--- src/rtl/serial_adder_pkg.sv ---
// Shared types and sizing constants for the bit-serial adder.
package serial_adder_pkg;

  typedef enum logic [1:0] {IDLE, RUN, DONE} state_t;

  localparam int WIDTH_DEFAULT = 15;
  localparam int WIDTH_MAX     = 32;
  localparam int CNT_W         = $clog2(WIDTH_MAX);

endpackage

--- src/rtl/fa_cell.sv ---
// Single combinational full-adder cell shared by every bit of a serial add.
module fa_cell (
  input  logic a,
  input  logic b,
  input  logic ci,
  output logic s,
  output logic co
);

  assign s  = a ^ b ^ ci;
  assign co = (a & b) | (ci & (a ^ b));

endmodule

--- src/rtl/serial_adder_15.sv ---
// Bit-serial adder: one fa_cell, registered carry, LSB-first shift, valid/ready on both sides.
// Optional signed-overflow output enabled by defining SERIAL_ADDER_OVF_EN.
module serial_adder_15
  import serial_adder_pkg::*;
#(
  parameter int WIDTH = WIDTH_DEFAULT
) (
  input  logic             clk,
  input  logic             rst_n,
  input  logic             in_valid,
  output logic             in_ready,
  input  logic [WIDTH-1:0] a,
  input  logic [WIDTH-1:0] b,
  input  logic             cin,
  output logic             out_valid,
  input  logic             out_ready,
  output logic [WIDTH-1:0] sum,
`ifdef SERIAL_ADDER_OVF_EN
  output logic             ovf,
`endif
  output logic             cout
);

  state_t           st, stNext;
  logic [WIDTH-1:0] aSh, bSh, sumSh;
  logic [CNT_W-1:0] cnt;
  logic             carry;
  logic             cellS, cellCo;
  logic             lastBit;

  fa_cell uCell (
    .a  (aSh[0]),
    .b  (bSh[0]),
    .ci (carry),
    .s  (cellS),
    .co (cellCo)
  );

  assign lastBit   = (st == RUN) && (cnt == CNT_W'(WIDTH - 1));
  assign in_ready  = (st == IDLE) && rst_n;
  assign out_valid = (st == DONE);
  assign sum       = sumSh;
  assign cout      = carry;

  always_ff @(posedge clk) begin
    if (!rst_n) st <= IDLE;
    else        st <= stNext;
  end

  always_comb begin
    stNext = st;
    case (st)
      IDLE:    if (in_valid) stNext = RUN;
      RUN:     if (lastBit)  stNext = DONE;
      DONE:    if (out_ready) stNext = IDLE;
      default: stNext = IDLE;
    endcase
  end

  // Carry register doubles as cout once the last bit has been processed.
  always_ff @(posedge clk) begin
    if (!rst_n) begin
      aSh   <= '0;
      bSh   <= '0;
      sumSh <= '0;
      cnt   <= '0;
      carry <= 1'b0;
    end else begin
      case (st)
        IDLE: if (in_valid) begin
          aSh   <= a;
          bSh   <= b;
          sumSh <= '0;
          cnt   <= '0;
          carry <= cin;
        end
        RUN: begin
          sumSh <= {cellS, sumSh[WIDTH-1:1]};
          aSh   <= aSh >> 1;
          bSh   <= bSh >> 1;
          carry <= cellCo;
          cnt   <= cnt + CNT_W'(1);
        end
        default: ;
      endcase
    end
  end

`ifdef SERIAL_ADDER_OVF_EN
  logic ovfR;
  // On the final bit the carry register holds the carry into the MSB.
  always_ff @(posedge clk) begin
    if (!rst_n)                        ovfR <= 1'b0;
    else if (st == IDLE && in_valid)   ovfR <= 1'b0;
    else if (lastBit)                  ovfR <= carry ^ cellCo;
  end
  assign ovf = ovfR;
`endif

endmodule

--- config.mk ---
export PLATFORM = sky130hd
export DESIGN_NAME = serial_adder_15
export DESIGN_NICKNAME = d
export VERILOG_FILES = /design/src/rtl/serial_adder_pkg.sv /design/src/rtl/fa_cell.sv /design/src/rtl/serial_adder_15.sv
export SDC_FILE = /design/constraint.sdc
export NUM_CORES = 1
export LEC_CHECK = 0
export ABC_AREA = 1
export CAP_MARGIN = 20
export CORE_AREA = 8 8 80 82
export CTS_CLUSTER_SIZE = 8
export DETAILED_ROUTE_END_ITERATION = 10
export DIE_AREA = 0 0 88 90
export PLACE_DENSITY_LB_ADDON = 0.08
export SYNTH_ARGS = -nofsm -noshare
export SYNTH_HDL_FRONTEND = slang
export SYNTH_SLANG_ARGS = --single-unit
export TNS_END_PERCENT = 50
--- constraint.sdc ---
create_clock -name clk -period 1.4 [get_ports clk]
set_input_delay 0.42 -clock clk [delete_from_list [all_inputs] [get_ports clk]]
set_output_delay 0.42 -clock clk [all_outputs]
set_load 0.05 [all_outputs]
* Yosys cells after proc, flatten, opt, wreduce, memory -nomap -nowiden
Index checks and enable logic that the tools add are counted.
** Storage, ports and cells
- Register bits :: 53
- Bits in latches :: 0
- RAM bits :: 0
- ROM bits :: 0
- Input bits :: 35
- Output and inout bits :: 18
- Word-level logic and storage cells :: 38
- Memories kept :: 0
** Operators by class
- Add/sub/neg operators :: 1
- Multipliers :: 0
- Divide/modulo/power cells :: 0
- $lt $le $gt $ge :: 0
- Eq/ne operators :: 6
- Shift-type cells :: 0
- Muxes and demuxes :: 14
- Bitwise operators :: 5
- Reduce and logical (&&, ||, !) cells :: 6
** Operators by type and width (number)
- $pmux 15 s2 :: 3
- $mux 15 :: 3
- $pmux 5 s2 :: 1
- $mux 2 :: 3
- $pmux 2 s3 :: 1
- $add 5x1->5 const B :: 1
- $eq 5x4->1 const B :: 1
- $mux 5 :: 1
- $ne 2x2->1 const B :: 2
- $reduce_and 3->1 :: 1
- $and 1x1->1 :: 2
- $eq 2x1->1 const B :: 1
- $eq 2x2->1 const B :: 1
- $logic_and 1x1->1 :: 2
- $logic_not 2->1 :: 1
- $ne 2x1->1 const B :: 1
- $pmux 1 s2 :: 1
- $reduce_and 2->1 :: 1
- $reduce_bool 2->1 :: 1
- $xor 1x1->1 :: 2
- $mux 1 :: 1
- $or 1x1->1 :: 1

* Longest topological paths before layout
- Depth after elaboration :: 4
- Gate-level depth with buffers :: 7
- Depth with buffers taken out :: 7

* By module
Synthesis repeated with hierarchy kept, for this count alone.
** Unflattened totals
- Cell total of the unflattened synthesis :: 376
- Area, all modules :: 2573.7 um2
** Modules (own cells, without submodules)
- serial_adder_15 :: instances 1, cells each 375, area an instance 2553.7 um2, sequential area each 1061.0 um2
- fa_cell :: instances 1, cells each 1, area an instance 20.0 um2, sequential area each 0.0 um2

* Worst setup path before layout
No wires, ideal clock.
- Kind :: input port to output port
- Start point :: input rst_n
- End point :: output in_ready
- Arrival time :: 1713 ps
- Data required time :: 980 ps
- Slack :: -733 ps
- Cell stages on the path :: 3
- Buffers on the path :: 1
- Cells stage by stage :: buf_2 inv_2 nor3_1
** On the way
- Word-level cells in the longest chain between the ends :: 1
** Ends and longest elaborated chain
- from (decl) :: line serial_adder_15.sv:9 : input logic rst_n,
- $logic_and 1x1->1 :: line serial_adder_15.sv:40 : assign in_ready = (st == IDLE) && rst_n;
- to (decl) :: line serial_adder_15.sv:11 : output logic in_ready,
No other way between the ends.

* Worst setup path after layout
- Start point :: register st[1]
- End point :: output out_valid
** On the way
- Word-level cells in the longest chain between the ends :: 1
** Ends and longest elaborated chain
- from (decl) :: line serial_adder_15.sv:24 : state_t st, stNext;
- from (signal assigned) :: line serial_adder_15.sv:47 : else st <= stNext;
- $eq 2x2->1 :: line serial_adder_15.sv:41 : assign out_valid = (st == DONE);
- to (decl) :: line serial_adder_15.sv:15 : output logic out_valid,
No other way between the ends.

==> out/metrics.yaml <==
status:
  status: "finished, violations left"
  violations: "negative setup slack"
synth:
  syn_nets: 420
  synth_cell_types: 21
  synthCells: 382
  ys_seq_area_frac: 0.4135
  syn_area_per_cell_um2: 6.718
  synth_warnings: 0
  synth-seq-cells: 53
  syn_area_um2: 2566
setup_path:
  cp-start-kind: "register"
  cp.required_ns: 0.98
  arrival_ns: 1.05
  crit_family: "flip-flops"
  slowest_stage: "dfxtp_4"
  critPathMaxFanout: 3
  end_kind: "output port"
  cpPeakStageDelay_ns: 0.40
  crit_buf_inv: 2
  path_cells: "inv_6 -> nor2_4 -> buf_12"
  critical_path_class: "register to output port"
clocking:
  cts_max_level: 2
  cts_max_path_buffers: 2
  path_clk_slew_ns: 0.09
  cts_buffers: 5
  clkSinkCount: 53
  clk_latency_ns: 0.31
  clockRootBuffer: "clkbuf_8"
  cts_tree: "yes"
global_routing:
  grt_pass1_vias: 2408
  track_usage: 0.1622
  grt_overflow_total: 0
  grt_max_degree: 46
  grt_pass1_wl_um: 10600
  antenna_found_initial: 0
placed_design:
  place_area_um2: 3415
  place_congestion: 0.7535
  place_ws_ns: -0.4627
  dpl.hpwl_um: 4275
  io_buffer_count: 52
cells_and_area:
  post-route-cell-area_um2: 3581
  num-nets-final: 474
  layout-drive-gt1-share: 0.1831
  layout_common_cells: "90 x nand2_1, 63 x nor2_1, 57 x nand3_1"
  diodes: 0
  synthToLayoutAreaGrowth_pct: 39.54
  final_common_cell: "nand2_1"
sta:
  worst_pin_slew_ns: 0.4698
  fin_skew_ns: 0.007151
  fmax_ghz: 0.6825
  finalCritPeriodShare: 1.047
  setup_viol: 2
  hold_violations: 0
  fin_ws_ns: -0.06530
  slew_violations: 0
  min_period_ns: 1.465
  relSlewSlack: 0.6868
  rsz0062_at_grt: "yes"
min_path:
  hold_class: "register to register"
floorplan:
  die_y_um: 90
  io_pins: 53
  dieArea_um2: 7920
  fp.coreArea_um2: 5236
  fp.dieW_um: 88
  initial_core_util: 0.4901
  row_count: 27
detailed_routing:
  drt-total-wl_um: 6059
  drcViolationCount: 0
  viasPerCell: 4.796
  num_vias: 2441
  postRouteAntennaNets: 0
  wl_per_cell_um: 11.90
  drt_iter0_drc: 199
  drtPass1Iterations: 5
flow_run:
  drv_cap: 0
power:
  finalPower_mw: 3.353
  leakage_nw: 1.507
  ir_drop_mv: 0.5850
  powerDensity_nw_per_um2: 936.2
power breakdown:
part           switching, mW  internal, mW  leakage, nW
logic                  0.317         0.272         1.01
registers             0.0400          1.57        0.435
clock network          0.514         0.639       0.0663
worst paths after layout:
| path | slack [ns] | endpoint | depth (start not counted) | startpoint |
|---|---|---|---|---|
| worst min-delay path | 0.50 | cnt[0]$_SDFFE_PN0P_ | 1 | cnt[0]$_SDFFE_PN0P_ |
| worst max register to register | 0.06 | sum[14]$_SDFFE_PN0P_ | 4 | cout$_SDFFE_PN0P_ |
| worst max-delay path | -0.07 | out_valid | 3 | st[1]$_SDFFE_PN0P_ |
| worst min register to register | 0.50 | cnt[0]$_SDFFE_PN0P_ | 1 | cnt[0]$_SDFFE_PN0P_ |
flip-flops by register name, indices dropped and copies added, names as in the netlist:
signal,count
aSh,15
bSh,15
sum,15
cnt,5
st,2
cout,1
timing repair:
item                       in CTS  in global routing
setup endpoints to repair       2                 26
pin swaps                       1                  2
resized for setup               8                  6
setup buffers                   1                  1
hold buffers                    0                  0
gates cloned                    0                  0
cells in the mapped netlist (all sizes together):
library cell | n | area [um2]
clkbuf | 4 | 15.01
a21oi | 22 | 110.1
nor2 | 85 | 374.1
dfxtp | 53 | 1061
o21ai | 1 | 5.000
or2 | 2 | 12.51
nand2 | 94 | 377.9
nor3 | 1 | 5.000
ha | 2 | 25.02
inv | 42 | 157.6
nand3 | 57 | 285.3
buf | 18 | 117.6
fa | 1 | 20.02
per-layer routing:
metal	GRT usage	up-vias	routed length, um	share of wire
met5	0	-	0	0
met4	0.04735	0	78	0.013
met3	0.03549	6	282	0.047
met2	0.2812	46	3010	0.50
met1	0.1907	1115	2689	0.44
li1	-	1274	-	-
layout make-up:
class / count / area [um2]
clock buffer: 6 / 93.84
clock inverter: 2 / 35.03
fill: 449 / 1655
inverter: 42 / 170.2
multi-input combinational: 265 / 1236
sequential: 53 / 1072
tap: 72 / 90.09
timing repair buffer: 69 / 883.3
cells by family (layout without fill, tap and decap cells):
family          after synthesis  after routing  synth area share
flops                        53             53            0.4135
simple gates                239            239            0.4110
compound gates               23             23           0.04486
fa+ha+maj                     3              3           0.01755
buf+inv                      64            119            0.1131
stage by stage:
step | instances | util | hold slack (ns) | TNS, ns
6_report | 509 | 0.6839 | 0.4996 | -0.1304
5_1_grt | 509 | 0.6839 | 0.5167 | -0.1976
3_5_place_dp | 499 | 0.6521 | 0.4745 | -15.26
3_3_place_gp | 499 | 0.6521 | 0.4647 | -14.44
4_1_cts | 508 | 0.6808 | 0.4936 | -0.1663
2_1_floorplan | 382 | - | 0.4473 | -0.05943
Power figures use the tool's default switching activity.
